[src/rtl/message_printer_pkg.sv]
// Shared constants for the message printer: parameter defaults
// and the 2-bit FSM state encoding.
package message_printer_pkg;

  localparam int          MSG_LEN_DEF  = 23;
  localparam int          ADDR_W_DEF   = 5;
  localparam logic [7:0]  TRIGGER_DEF  = 8'h68;

  typedef enum logic [1:0] {
    S_IDLE  = 2'd0,
    S_FETCH = 2'd1,
    S_SEND  = 2'd2,
    S_GAP   = 2'd3
  } state_e;

endpackage

[src/rtl/message_printer.sv]
// Streams a ROM-resident message to a UART transmitter, one byte
// per FETCH/SEND/GAP round, when the trigger byte is received.
module message_printer
  import message_printer_pkg::*;
#(
  parameter int         MSG_LEN      = MSG_LEN_DEF,
  parameter int         ADDR_W       = ADDR_W_DEF,
  parameter logic [7:0] TRIGGER_CHAR = TRIGGER_DEF
) (
  input  logic              clk,
  input  logic              rst,
  input  logic [7:0]        rx_data,
  input  logic              new_rx_data,
  output logic [ADDR_W-1:0] rom_addr,
  input  logic [7:0]        rom_data,
  output logic [7:0]        tx_data,
  output logic              new_tx_data,
  input  logic              tx_block,
  output logic              busy,
  output logic              done
);

  localparam logic [ADDR_W-1:0] LAST = ADDR_W'(MSG_LEN - 1);

  state_e            state_q, state_d;
  logic [ADDR_W-1:0] addr_q,  addr_d;
  logic [7:0]        tx_q,    tx_d;
  logic              ntx_q,   ntx_d;
  logic              busy_q,  busy_d;
  logic              done_q,  done_d;

  logic trig;
  // A trigger landing in the done cycle is dropped on purpose.
  assign trig = new_rx_data && (rx_data == TRIGGER_CHAR) && !done_q;

  always_comb begin
    state_d = state_q;
    addr_d  = addr_q;
    tx_d    = tx_q;
    ntx_d   = 1'b0;
    busy_d  = busy_q;
    done_d  = 1'b0;
    unique case (state_q)
      S_IDLE: begin
        if (trig) begin
          state_d = S_FETCH;
          addr_d  = '0;
          busy_d  = 1'b1;
        end
      end
      S_FETCH: begin
        state_d = S_SEND;
      end
      S_SEND: begin
        if (!tx_block) begin
          tx_d    = rom_data;
          ntx_d   = 1'b1;
          state_d = S_GAP;
        end
      end
      S_GAP: begin
        if (addr_q == LAST) begin
          state_d = S_IDLE;
          addr_d  = '0;
          busy_d  = 1'b0;
          done_d  = 1'b1;
        end else begin
          addr_d  = addr_q + 1'b1;
          state_d = S_FETCH;
        end
      end
    endcase
  end

  always_ff @(posedge clk) begin
    if (rst) begin
      state_q <= S_IDLE;
      addr_q  <= '0;
      tx_q    <= '0;
      ntx_q   <= 1'b0;
      busy_q  <= 1'b0;
      done_q  <= 1'b0;
    end else begin
      state_q <= state_d;
      addr_q  <= addr_d;
      tx_q    <= tx_d;
      ntx_q   <= ntx_d;
      busy_q  <= busy_d;
      done_q  <= done_d;
    end
  end

  assign rom_addr    = addr_q;
  assign tx_data     = tx_q;
  assign new_tx_data = ntx_q;
  assign busy        = busy_q;
  assign done        = done_q;

endmodule

[config.mk]
export PLATFORM = sky130hd
export DESIGN_NAME = message_printer
export DESIGN_NICKNAME = d
export VERILOG_FILES = /design/src/rtl/message_printer_pkg.sv /design/src/rtl/message_printer.sv
export SDC_FILE = /design/constraint.sdc
export NUM_CORES = 1
export LEC_CHECK = 0
export CORE_MARGIN = 10
export CORE_UTILIZATION = 45
export CTS_CLUSTER_SIZE = 8
export DETAILED_ROUTE_END_ITERATION = 8
export GPL_TIMING_DRIVEN = 0
export PLACE_DENSITY = 0.94
export SLEW_MARGIN = 30
export SYNTH_ARGS = -nofsm -noshare
export SYNTH_HDL_FRONTEND = slang
export SYNTH_SLANG_ARGS = --single-unit
[constraint.sdc]
create_clock -name clk -period 5.4 [get_ports clk]
set_input_delay 1.62 -clock clk [delete_from_list [all_inputs] [get_ports clk]]
set_output_delay 1.62 -clock clk [all_outputs]
set_load 0.02 [all_outputs]
# [Yosys cells after proc, flatten, opt, wreduce, memory -nomap -nowiden]
# Cells that the tools add are included.
[totals] regBits=18 inputBits=20 out_inout_bits=16 elab_cells=41
[classes] add_sub_neg=1 eq_ne=8 mux=12 n_bitwise=3 reduce_logical=11
[ops] op="2-to-1 mux 5 bit" n=2
[ops] op="one-hot mux 5 bit (2 select lines)" n=1
[ops] op="equality test 8 x 7 -> 1 bit, second input constant" n=1
[ops] op="one-hot mux 2 bit (4 select lines)" n=1
[ops] op="inequality test 2 bit, second input constant" n=3
[ops] op="AND reduction 2 bit" n=3
[ops] op="adder 5 x 1 -> 5 bit, second input constant" n=1
[ops] op="equality test 5 bit, second input constant" n=1
[ops] op="2-to-1 mux 1 bit" n=5
[ops] op="equality test 2 bit, second input constant" n=2
[ops] op="2-to-1 mux 2 bit" n=2
[ops] op="OR reduction 2 bit" n=2
[ops] op="NOT 1 bit" n=3
[ops] op="AND reduction 3 bit" n=1
[ops] op="equality test 2 x 1 -> 1 bit, second input constant" n=1
[ops] op="logical AND 1 bit" n=2
[ops] op="logical NOT 2 bit" n=1
[ops] op="one-hot mux 1 bit (2 select lines)" n=1
[ops] op="nonzero test 2 bit" n=1
[ops] op="logical NOT 1 bit" n=1

# [Logic depth before layout (Yosys ltp)]
# Gate-level depths: netlist of run 1.
[logic_depth] depth_word=5 depth_mapped=7 ltp_nobuf=6

# [Worst setup path after synthesis of run 1]
# Ideal clock, no wire load.
[synth_timing] path_type="input port to flip-flop" from="in rx_data[1]" to="reg addr_q[3], in the netlist rom_addr[3]" setup_ns=0.070 arrival_time_ns=2.766 required_time_ns=5.330 setup_slack_ns=2.564 path_stages=4 path_buffers=0 cell_sequence="nor4b_4 > a41oi_4 > or4_1 > a21oi_1"
[synth_between] elab_chain_cells=5
[synth_lines] element="start: declaration" line_no="message_printer.sv:12" rtl="input logic [7:0] rx_data,"
[synth_lines] element="equality test 8 x 7 -> 1 bit" line_no="message_printer.sv:34" rtl="assign trig = new_rx_data && (rx_data == TRIGGER_CHAR) && !done_q;"
[synth_lines] element="logical AND 1 bit (2 in a row)" line_no="message_printer.sv:34"
[synth_lines] element="inequality test 2 bit (no source line)"
[synth_lines] element="AND reduction 2 bit (no source line)"
[synth_lines] element="end signal: assignment" line_no="message_printer.sv:85" rtl="addr_q <= addr_d;"
[synth_lines] element="end: declaration" line_no="message_printer.sv:26" rtl="logic [ADDR_W-1:0] addr_q, addr_d;"
# Every way passes these cells.
# A chain may end at the register's enable or synchronous reset.

# [Final worst setup path of run 1]
# Same ends and word-level chain as after synthesis.

==> results of run 1 <==
==> routing by layer <==
layer | wire length [um] | part of all wire, % | GRT usage [%] | vias up
met1 | 1060 | 38 | 12.6 | 412
met2 | 1550 | 56 | 24.8 | 28
met4 | 64 | 2.3 | 6.42 | 0
met5 | 0 | 0 | 0 | -
met3 | 94 | 3.4 | 2.88 | 8
li1 | - | - | - | 441
==> cells in the mapped netlist (2+ instances only) <==
master / number / area, sq um
a21oi_1: 16 / 80.1
clkbuf_1: 2 / 7.51
dfxtp_1: 18 / 360
ha_1: 6 / 75.1
inv_1: 4 / 15.0
mux2i_1: 2 / 20.0
nand2_1: 19 / 71.3
nand2b_1: 5 / 31.3
nand3_1: 3 / 15.0
nor2_1: 3 / 11.3
nor3b_1: 2 / 15.0
o21ai_0: 4 / 20.0
or3_2: 2 / 15.0
or4_1: 2 / 15.0
==> per-stage QoR <==
step                      instances  total power [mW]  hold WS, ns  setup slack (ns)
after detailed placement        167             0.181        0.453              1.98
after global placement          167             0.178        0.442              2.02
after CTS                       171             0.265        0.468              2.29
final                           171             0.263        0.463              2.29
after global routing            171             0.274        0.487              2.21
after floorplan                 105             0.159        0.493              2.56
==> sequential cells by signal, summed over array words and instances, names as in the netlist <==
signal       cells
busy             1
done             1
tx_data          8
rom_addr         5
new_tx_data      1
state_q          2
==> final cells by class <==
class                           instances  share of cell area, %
Clock buffer                            4                   2.71
Sequential cell                        18                   26.9
Timing Repair Buffer                   35                   26.1
Buffer                                  5                   1.96
Tap cell                               27                   2.52
Inverter                                4                   1.12
Multi-Input combinational cell         78                   38.7
==> report_power, final <==
part	leakage (nW)	internal (mW)	total [mW]	switching (mW)
registers	0.145	0.135	0.138	0.00229
logic	0.304	0.0229	0.0407	0.0177
clock network	0.0210	0.0412	0.0844	0.0433
total	0.470	0.199	0.263	0.0633
==> critical path, cell delays in order <==
cell,delay [ns]
clkdlybuf4s50_1,0.45
nor4b_4,0.36
a41oi_4,0.22
or4_1,0.55
a21oi_1,0.15
==> worst max-delay path by stage <==
| stage | from | end | slack (ns) | cells past startpoint |
|---|---|---|---|---|
| detailed placement | rx_data[1] | rom_addr[3]$_SDFFE_PP0P_ | 1.98 | 5 |
| floorplan | rx_data[1] | rom_addr[3]$_SDFFE_PP0P_ | 2.56 | 4 |
| global placement | rx_data[1] | rom_addr[3]$_SDFFE_PP0P_ | 2.02 | 5 |
| CTS | rx_data[1] | rom_addr[3]$_SDFFE_PP0P_ | 2.29 | 5 |
| finish | rx_data[1] | rom_addr[3]$_SDFFE_PP0P_ | 2.29 | 5 |
| global route | rx_data[1] | rom_addr[3]$_SDFFE_PP0P_ | 2.21 | 5 |
==> logic make-up (layout without fill, tap and decap cells) <==
kind of cell / Yosys count / count (layout) / share of synthesized area, %
buffers and inverters: 9 / 48 / 4.48
and+or+nand+nor: 45 / 45 / 28.8
adders and majority gates: 6 / 6 / 8.15
DFF: 18 / 18 / 39.1
muxes: 2 / 2 / 2.17
AOI/OAI and AO/OA: 25 / 25 / 17.3
==> results.cfg, run 1 <==
[placement]
io_buffers = 35
gp_congestion = 0.827
place_area_sq_um = 1310
dp_hpwl_mm = 2.28

[clocking]
clockBufferDepth = 2
cts.sinks = 18
hold_buffers = 0
insertion_delay_ns = 0.30
post-cts-setup-buffers = 0
path_clk_slew_ns = 0.10
cts_tree = done
cts_root_buf = clkbuf_4
h-tree-depth = 1
post_cts_resized = 0
cts_made_buffers = 3

[power_and_ir_drop]
ir_drop_mv = 0.142
p_leak_nw = 0.470
power_density_nw_per_um2 = 196

[setup_path]
start_kind = input pin
cp.required_ns = 5.64
timing.rr.start = state_q[0]$_SDFFE_PP0P_
crit_path_max_fanout = 10
reg2reg_to = rom_addr[3]$_SDFFE_PP0P_
arrival_ns = 3.35
r2r_slack_ns = 3.50
ff2ff_path_depth = 6
setup.worst_path.end_class = flop
worstSetupPathType = input pin to flop

[routing]
ant_nets = 0
drt_iter0_markers = 28
via_count = 889
dr.pass1.iters = 4
drc = 0
wl_per_cell_um = 16.2
routed_wl_mm = 2.77
routed_via_density = 5.20

[timing]
setup_violations = 0
skew_ns = 0.00498
final-max-slew-violation-count = 0
clock.fmax_mhz = 321
final.setup.tns_ns = 0
slew_headroom_pct = 70.0
fin_crit_sh_pct = 57.6
tightest_slew_ns = 0.450
hold_viol = 0
post-route-min-period_ns = 3.11
grt_setup_unrepaired = no

[layout]
synthToLayoutAreaGrowth_pct = 45.7
postLayoutCellArea_sq_um = 1340
seq_area_sq_um = 360
fillerInstances = 173
final_common_cell = clkdlybuf4s50_1
final_core_util_pct = 68.4
multi_input_area_sq_um = 519
diodes = 0
final_cell_mix = clkdlybuf4s50_1 (35), nand2_1 (19), dfxtp_1 (18)
nets = 171
drive_gt1_share_pct = 8.33

[die]
die_area_sq_um = 4260
die_width_um = 65.2
rows = 16
core_area_sq_um = 1960
die_y_um = 65.2
start_util_pct = 46.9
ios = 36

[global_route]
antenna_found_initial = 0
grt_max_degree = 11
overflow = 0
grt_usage_pct = 12.9
first_global_vias = 943
grt_first_pass_wirelength_mm = 4.41

[status]
outcome = finished, final reports clean

[logic_synthesis]
syn_area_per_cell_sq_um = 8.77
yosysSeqAreaShare_pct = 39.1
synth_edf_count = 0
synth_cell_type_count = 31
ys.flop_type = dfxtp_1
async_flop_share_pct = 0
syn_nets = 131
netlist_area_sq_um = 921
synth_seq_cells = 18
syn-instance-count = 105
ys_warn_count = 0

[hold_path]
hold_path_depth = 2
worstHoldEndpoint = tx_data[6]$_SDFFE_PP0P_
hp-start = tx_data[6]$_SDFFE_PP0P_
worstHoldPathType = flop to flop

[run]
maxCapViolCount = 0
Power figures use the tool's default switching activity.
==> run 2, diff against run 1 <==
--- a/config.mk
+++ b/config.mk
@@ -6,11 +6,11 @@
 export NUM_CORES = 1
 export LEC_CHECK = 0
 export CORE_MARGIN = 10
-export CORE_UTILIZATION = 45
+export CORE_UTILIZATION = 38
 export CTS_CLUSTER_SIZE = 8
 export DETAILED_ROUTE_END_ITERATION = 8
 export GPL_TIMING_DRIVEN = 0
-export PLACE_DENSITY = 0.94
+export PLACE_DENSITY = 0.86
 export SLEW_MARGIN = 30
 export SYNTH_ARGS = -nofsm -noshare
 export SYNTH_HDL_FRONTEND = slang
==> constraint.sdc (replaced) <==
create_clock -name clk -period 2.52 [get_ports clk]
set_input_delay 0.756 -clock clk [delete_from_list [all_inputs] [get_ports clk]]
set_output_delay 0.756 -clock clk [all_outputs]
set_load 0.02 [all_outputs]
==> run 2 against run 1 <==
Against the previous run: combinational power grew 110%; largest cell class unchanged; largest power group unchanged; critical path type unchanged; non-clock buffer count unchanged; sequential share of layout area hardly changed.
==> results.cfg, run 2 (synthesis gave the netlist of run 1 again) <==
[layout]
drive_gt1_share_pct = 8.33
largest_reg_flops = 8
diodes = 0
final_cell_mix = clkdlybuf4s50_1 (35), nand2_1 (19), dfxtp_1 (18)
final_cells = 172
synthToLayoutAreaGrowth_pct = 45.8
postLayoutCellArea_sq_um = 1340
nets = 171
final_common_cell = clkdlybuf4s50_1

[clocking]
clockBufferDepth = 2
cts_tree = done
cts.sinks = 18
path_clk_slew_ns = 0.11
cts_made_buffers = 3
insertion_delay_ns = 0.30
post_cts_resized = 0
post-cts-setup-buffers = 0
cts_root_buf = clkbuf_4
hold_buffers = 0
h-tree-depth = 1

[setup_path]
worstSetupPathType = input pin to flop
arrival_ns = 2.48
crit_path_max_fanout = 10
cp_top_family = simple AND/OR/NAND/NOR gates
timing.rr.start = state_q[0]$_SDFFE_PP0P_
reg2reg_to = rom_addr[3]$_SDFFE_PP0P_
setup.worst_path.end_class = flop
start_kind = input pin
ff2ff_path_depth = 6
slowest_stage = or4_1
worstPathBufferInverterCount = 1
cp_cell_sequence = clkdlybuf4s50_1 > nor4b_4 > a41oi_4 > or4_1 > a21oi_1
cp.depth = 5
critPathMaxStageDelay_ns = 0.54
cp.required_ns = 2.76
r2r_slack_ns = 0.62

[placement]
place_area_sq_um = 1310
gp_congestion = 0.737
dp_hpwl_mm = 1.97
dp_cells = 168
io_buffers = 35

[die]
die_y_um = 69.2
core_area_sq_um = 2250
ios = 36
die_width_um = 69.2
start_util_pct = 40.8
die_area_sq_um = 4790
rows = 17

[routing]
wl_per_cell_um = 14.4
routed_via_density = 5.18
via_count = 891
drt_iter0_markers = 22
routed_wl_mm = 2.47
drc = 0
dr.pass1.iters = 4
ant_nets = 0

[timing]
skew_ns = 0.00332
post-route-min-period_ns = 2.24
setup_violations = 0
grt_setup_unrepaired = no
final-max-slew-violation-count = 0
hold_viol = 0
fin_crit_sh_pct = 88.8
tightest_slew_ns = 0.482
whs_ns = 0.459
clock.fmax_mhz = 447
final.setup.tns_ns = 0
slew_headroom_pct = 67.9

[hold_path]
hold_path_depth = 2
hp-start = tx_data[5]$_SDFFE_PP0P_
worstHoldPathType = flop to flop
worstHoldEndpoint = tx_data[5]$_SDFFE_PP0P_

[power_and_ir_drop]
p_comb_share_pct = 15.1
power_density_nw_per_um2 = 422
p_seq_share_pct = 52.1
ir_drop_mv = 0.296
p_leak_nw = 0.470
p_int_mw = 0.427
switching_power_mw = 0.139
pwr-share-clk_pct = 32.8
fin_total_pwr_mw = 0.566
p_sw_share_pct = 24.5

[global_route]
overflow = 0
grt_max_degree = 11
antenna_found_initial = 0
grt_first_pass_wirelength_mm = 4.26
first_global_vias = 853
grt_usage_pct = 10.4

[run]
maxCapViolCount = 0

[status]
outcome = finished, final reports clean
run 2: layout make-up:
| class | count | area [sq um] |
|---|---|---|
| clock buffers | 4 | 36.3 |
| plain buffers | 5 | 26.3 |
| fillers | 209 | 912 |
| inverters | 4 | 15.0 |
| repair buffers | 35 | 350 |
| flip-flops and latches | 18 | 360 |
| multi-input cells | 78 | 519 |
| well taps | 28 | 35.0 |
run 2: worst max path at each step:
stage | startpoint | endpoint
2_1_floorplan | rx_data[1] | rom_addr[3]$_SDFFE_PP0P_
4_1_cts | rx_data[1] | rom_addr[3]$_SDFFE_PP0P_
5_1_grt | rx_data[1] | rom_addr[3]$_SDFFE_PP0P_
3_5_place_dp | rx_data[1] | rom_addr[3]$_SDFFE_PP0P_
6_report | rx_data[1] | rom_addr[3]$_SDFFE_PP0P_
3_3_place_gp | rx_data[1] | rom_addr[3]$_SDFFE_PP0P_
run 2: per-layer routing:
layer | global-route usage, % | vias up | share of wire [%]
met3 | 2.71 | 4 | 4.5
met1 | 12.1 | 417 | 44
met2 | 17.7 | 25 | 50
met5 | 0 | - | 0
met4 | 3.99 | 0 | 1.5
li1 | - | 445 | -
run 2: stage by stage:
stage	setup WS [ns]	utilization, %
after floorplan	0.548	-
after global placement	-0.00181	57.9
after detailed placement	-0.0264	57.9
after CTS	0.283	59.5
after global routing	0.215	59.5
final	0.282	59.5
run 2: power by group through the flow:
stage / Clock (mW) / Combinational [mW] / Sequential [mW]
floorplan: 0 / 0.0380 / 0.303
global placement: 0 / 0.0816 / 0.301
detailed placement: 0 / 0.0852 / 0.301
CTS: 0.189 / 0.0856 / 0.295
global route: 0.208 / 0.0940 / 0.296
finish: 0.186 / 0.0854 / 0.295
run 2: worst min-delay path: cells and delay by family (launching register included):
family | cells | cell delay (ns)
simple gates | 1 | 0.05
flops | 1 | 0.32
compound gates | 1 | 0.05
==> run 3, diff against run 2 <==
--- a/config.mk
+++ b/config.mk
@@ -10,6 +10,7 @@
 export CTS_CLUSTER_SIZE = 8
 export DETAILED_ROUTE_END_ITERATION = 8
 export GPL_TIMING_DRIVEN = 0
+export MAX_ROUTING_LAYER = met4
 export PLACE_DENSITY = 0.86
 export SLEW_MARGIN = 30
 export SYNTH_ARGS = -nofsm -noshare
==> run 3 against run 2 <==
Against the previous run: sequential share of layout area unchanged; sequential power about the same; clock power about the same; cell area unchanged; first-iteration DRC count down 4.5%; fmax about the same; flip-flop and latch count unchanged.
==> results.cfg, run 3 (synthesis gave the netlist of run 1 again) <==
[clocking]
cts.sinks = 18
cts_root_buf = clkbuf_4
cts_made_buffers = 3
insertion_delay_ns = 0.30
post_cts_resized = 0
post-cts-setup-buffers = 0
h-tree-depth = 1
clockBufferDepth = 2
hold_buffers = 0
path_clk_slew_ns = 0.11
cts_tree = done

[layout]
synthToLayoutAreaGrowth_pct = 45.8
postLayoutCellArea_sq_um = 1340
nets = 171
final_common_cell = clkdlybuf4s50_1
final_cells = 172
final_cell_mix = clkdlybuf4s50_1 (35), nand2_1 (19), dfxtp_1 (18)
drive_gt1_share_pct = 8.33
final_core_util_pct = 59.5
seq_area_sq_um = 360
largest_reg_flops = 8
diodes = 0
fillerInstances = 209
multi_input_area_sq_um = 519

[routing]
routed_via_density = 5.18
wl_per_cell_um = 14.4
ant_nets = 0
drc = 0
routed_wl_mm = 2.48
via_count = 891
dr.pass1.iters = 4
drt_iter0_markers = 21

[timing]
hold_viol = 0
final.setup.tns_ns = 0
setup_violations = 0
final-max-slew-violation-count = 0
clock.fmax_mhz = 447
post-route-min-period_ns = 2.24
grt_setup_unrepaired = no
tightest_slew_ns = 0.482
whs_ns = 0.459
worst_slack_ns = 0.282
skew_ns = 0.00325
fin_crit_sh_pct = 88.8
slew_headroom_pct = 67.9

[die]
die_area_sq_um = 4790
core_area_sq_um = 2250
die_y_um = 69.2
die_width_um = 69.2
ios = 36
start_util_pct = 40.8
rows = 17

[power_and_ir_drop]
pwr-share-clk_pct = 32.8
power_density_nw_per_um2 = 422
p_comb_share_pct = 15.1
p_seq_share_pct = 52.1
switching_power_mw = 0.139
p_leak_nw = 0.470
ir_drop_mv = 0.296
p_sw_share_pct = 24.6
fin_total_pwr_mw = 0.566
p_int_mw = 0.427

[global_route]
first_global_vias = 855
grt_max_degree = 11
grt_first_pass_wirelength_mm = 4.25
overflow = 0
grt_usage_pct = 10.7
antenna_found_initial = 0

[placement]
dp_cells = 168
gp_congestion = 0.746
place_area_sq_um = 1310
dp_hpwl_mm = 1.97
io_buffers = 35
place_ws_ns = -0.0264

[setup_path]
r2r_slack_ns = 0.62
setup.worst_path.end_class = flop
worstSetupPathType = input pin to flop
arrival_ns = 2.48
crit_path_max_fanout = 10
cp.required_ns = 2.76
ff2ff_path_depth = 6
start_kind = input pin

[hold_path]
worstHoldPathType = flop to flop
hold_path_depth = 2

[status]
outcome = finished, final reports clean

[run]
maxCapViolCount = 0
==> run 3: area by class of cell <==
class | count | share of cell area (%)
multi-input cells | 78 | 38.7
flip-flops and latches | 18 | 26.8
repair buffers | 35 | 26.1
clock buffers | 4 | 2.70
well taps | 28 | 2.61
plain buffers | 5 | 1.96
inverters | 4 | 1.12
==> run 3: worst paths after layout <==
kind | end | from
worst min register to register | tx_data[5]$_SDFFE_PP0P_ | tx_data[5]$_SDFFE_PP0P_
worst max-delay path | rom_addr[3]$_SDFFE_PP0P_ | rx_data[1]
worst max register to register | rom_addr[3]$_SDFFE_PP0P_ | state_q[0]$_SDFFE_PP0P_
worst min-delay path | tx_data[5]$_SDFFE_PP0P_ | tx_data[5]$_SDFFE_PP0P_
==> run 3: power groups by stage <==
stage          Combinational (mW)  Sequential, mW  Clock, mW
3_5_place_dp               0.0852           0.301          0
5_1_grt                    0.0940           0.296      0.208
4_1_cts                    0.0856           0.295      0.189
6_report                   0.0854           0.295      0.186
2_1_floorplan              0.0380           0.303          0
3_3_place_gp               0.0816           0.301          0
==> run 3: metal layers <==
metal  global-route usage (%)  part of all wire [%]  up-vias  wire (um)
li1                         -                     -      445          -
met1                     12.1                    44      417       1100
met2                     17.7                    50       27       1250
met3                     2.57                   4.6        2        114
met4                     3.99                  0.73        0         18
met5                        -                     0        -          0
==> run 3: worst max-delay path, stage by stage <==
cell             delay, ns
clkdlybuf4s50_1       0.44
nor4b_4               0.37
a41oi_4               0.22
or4_1                 0.54
a21oi_1               0.15
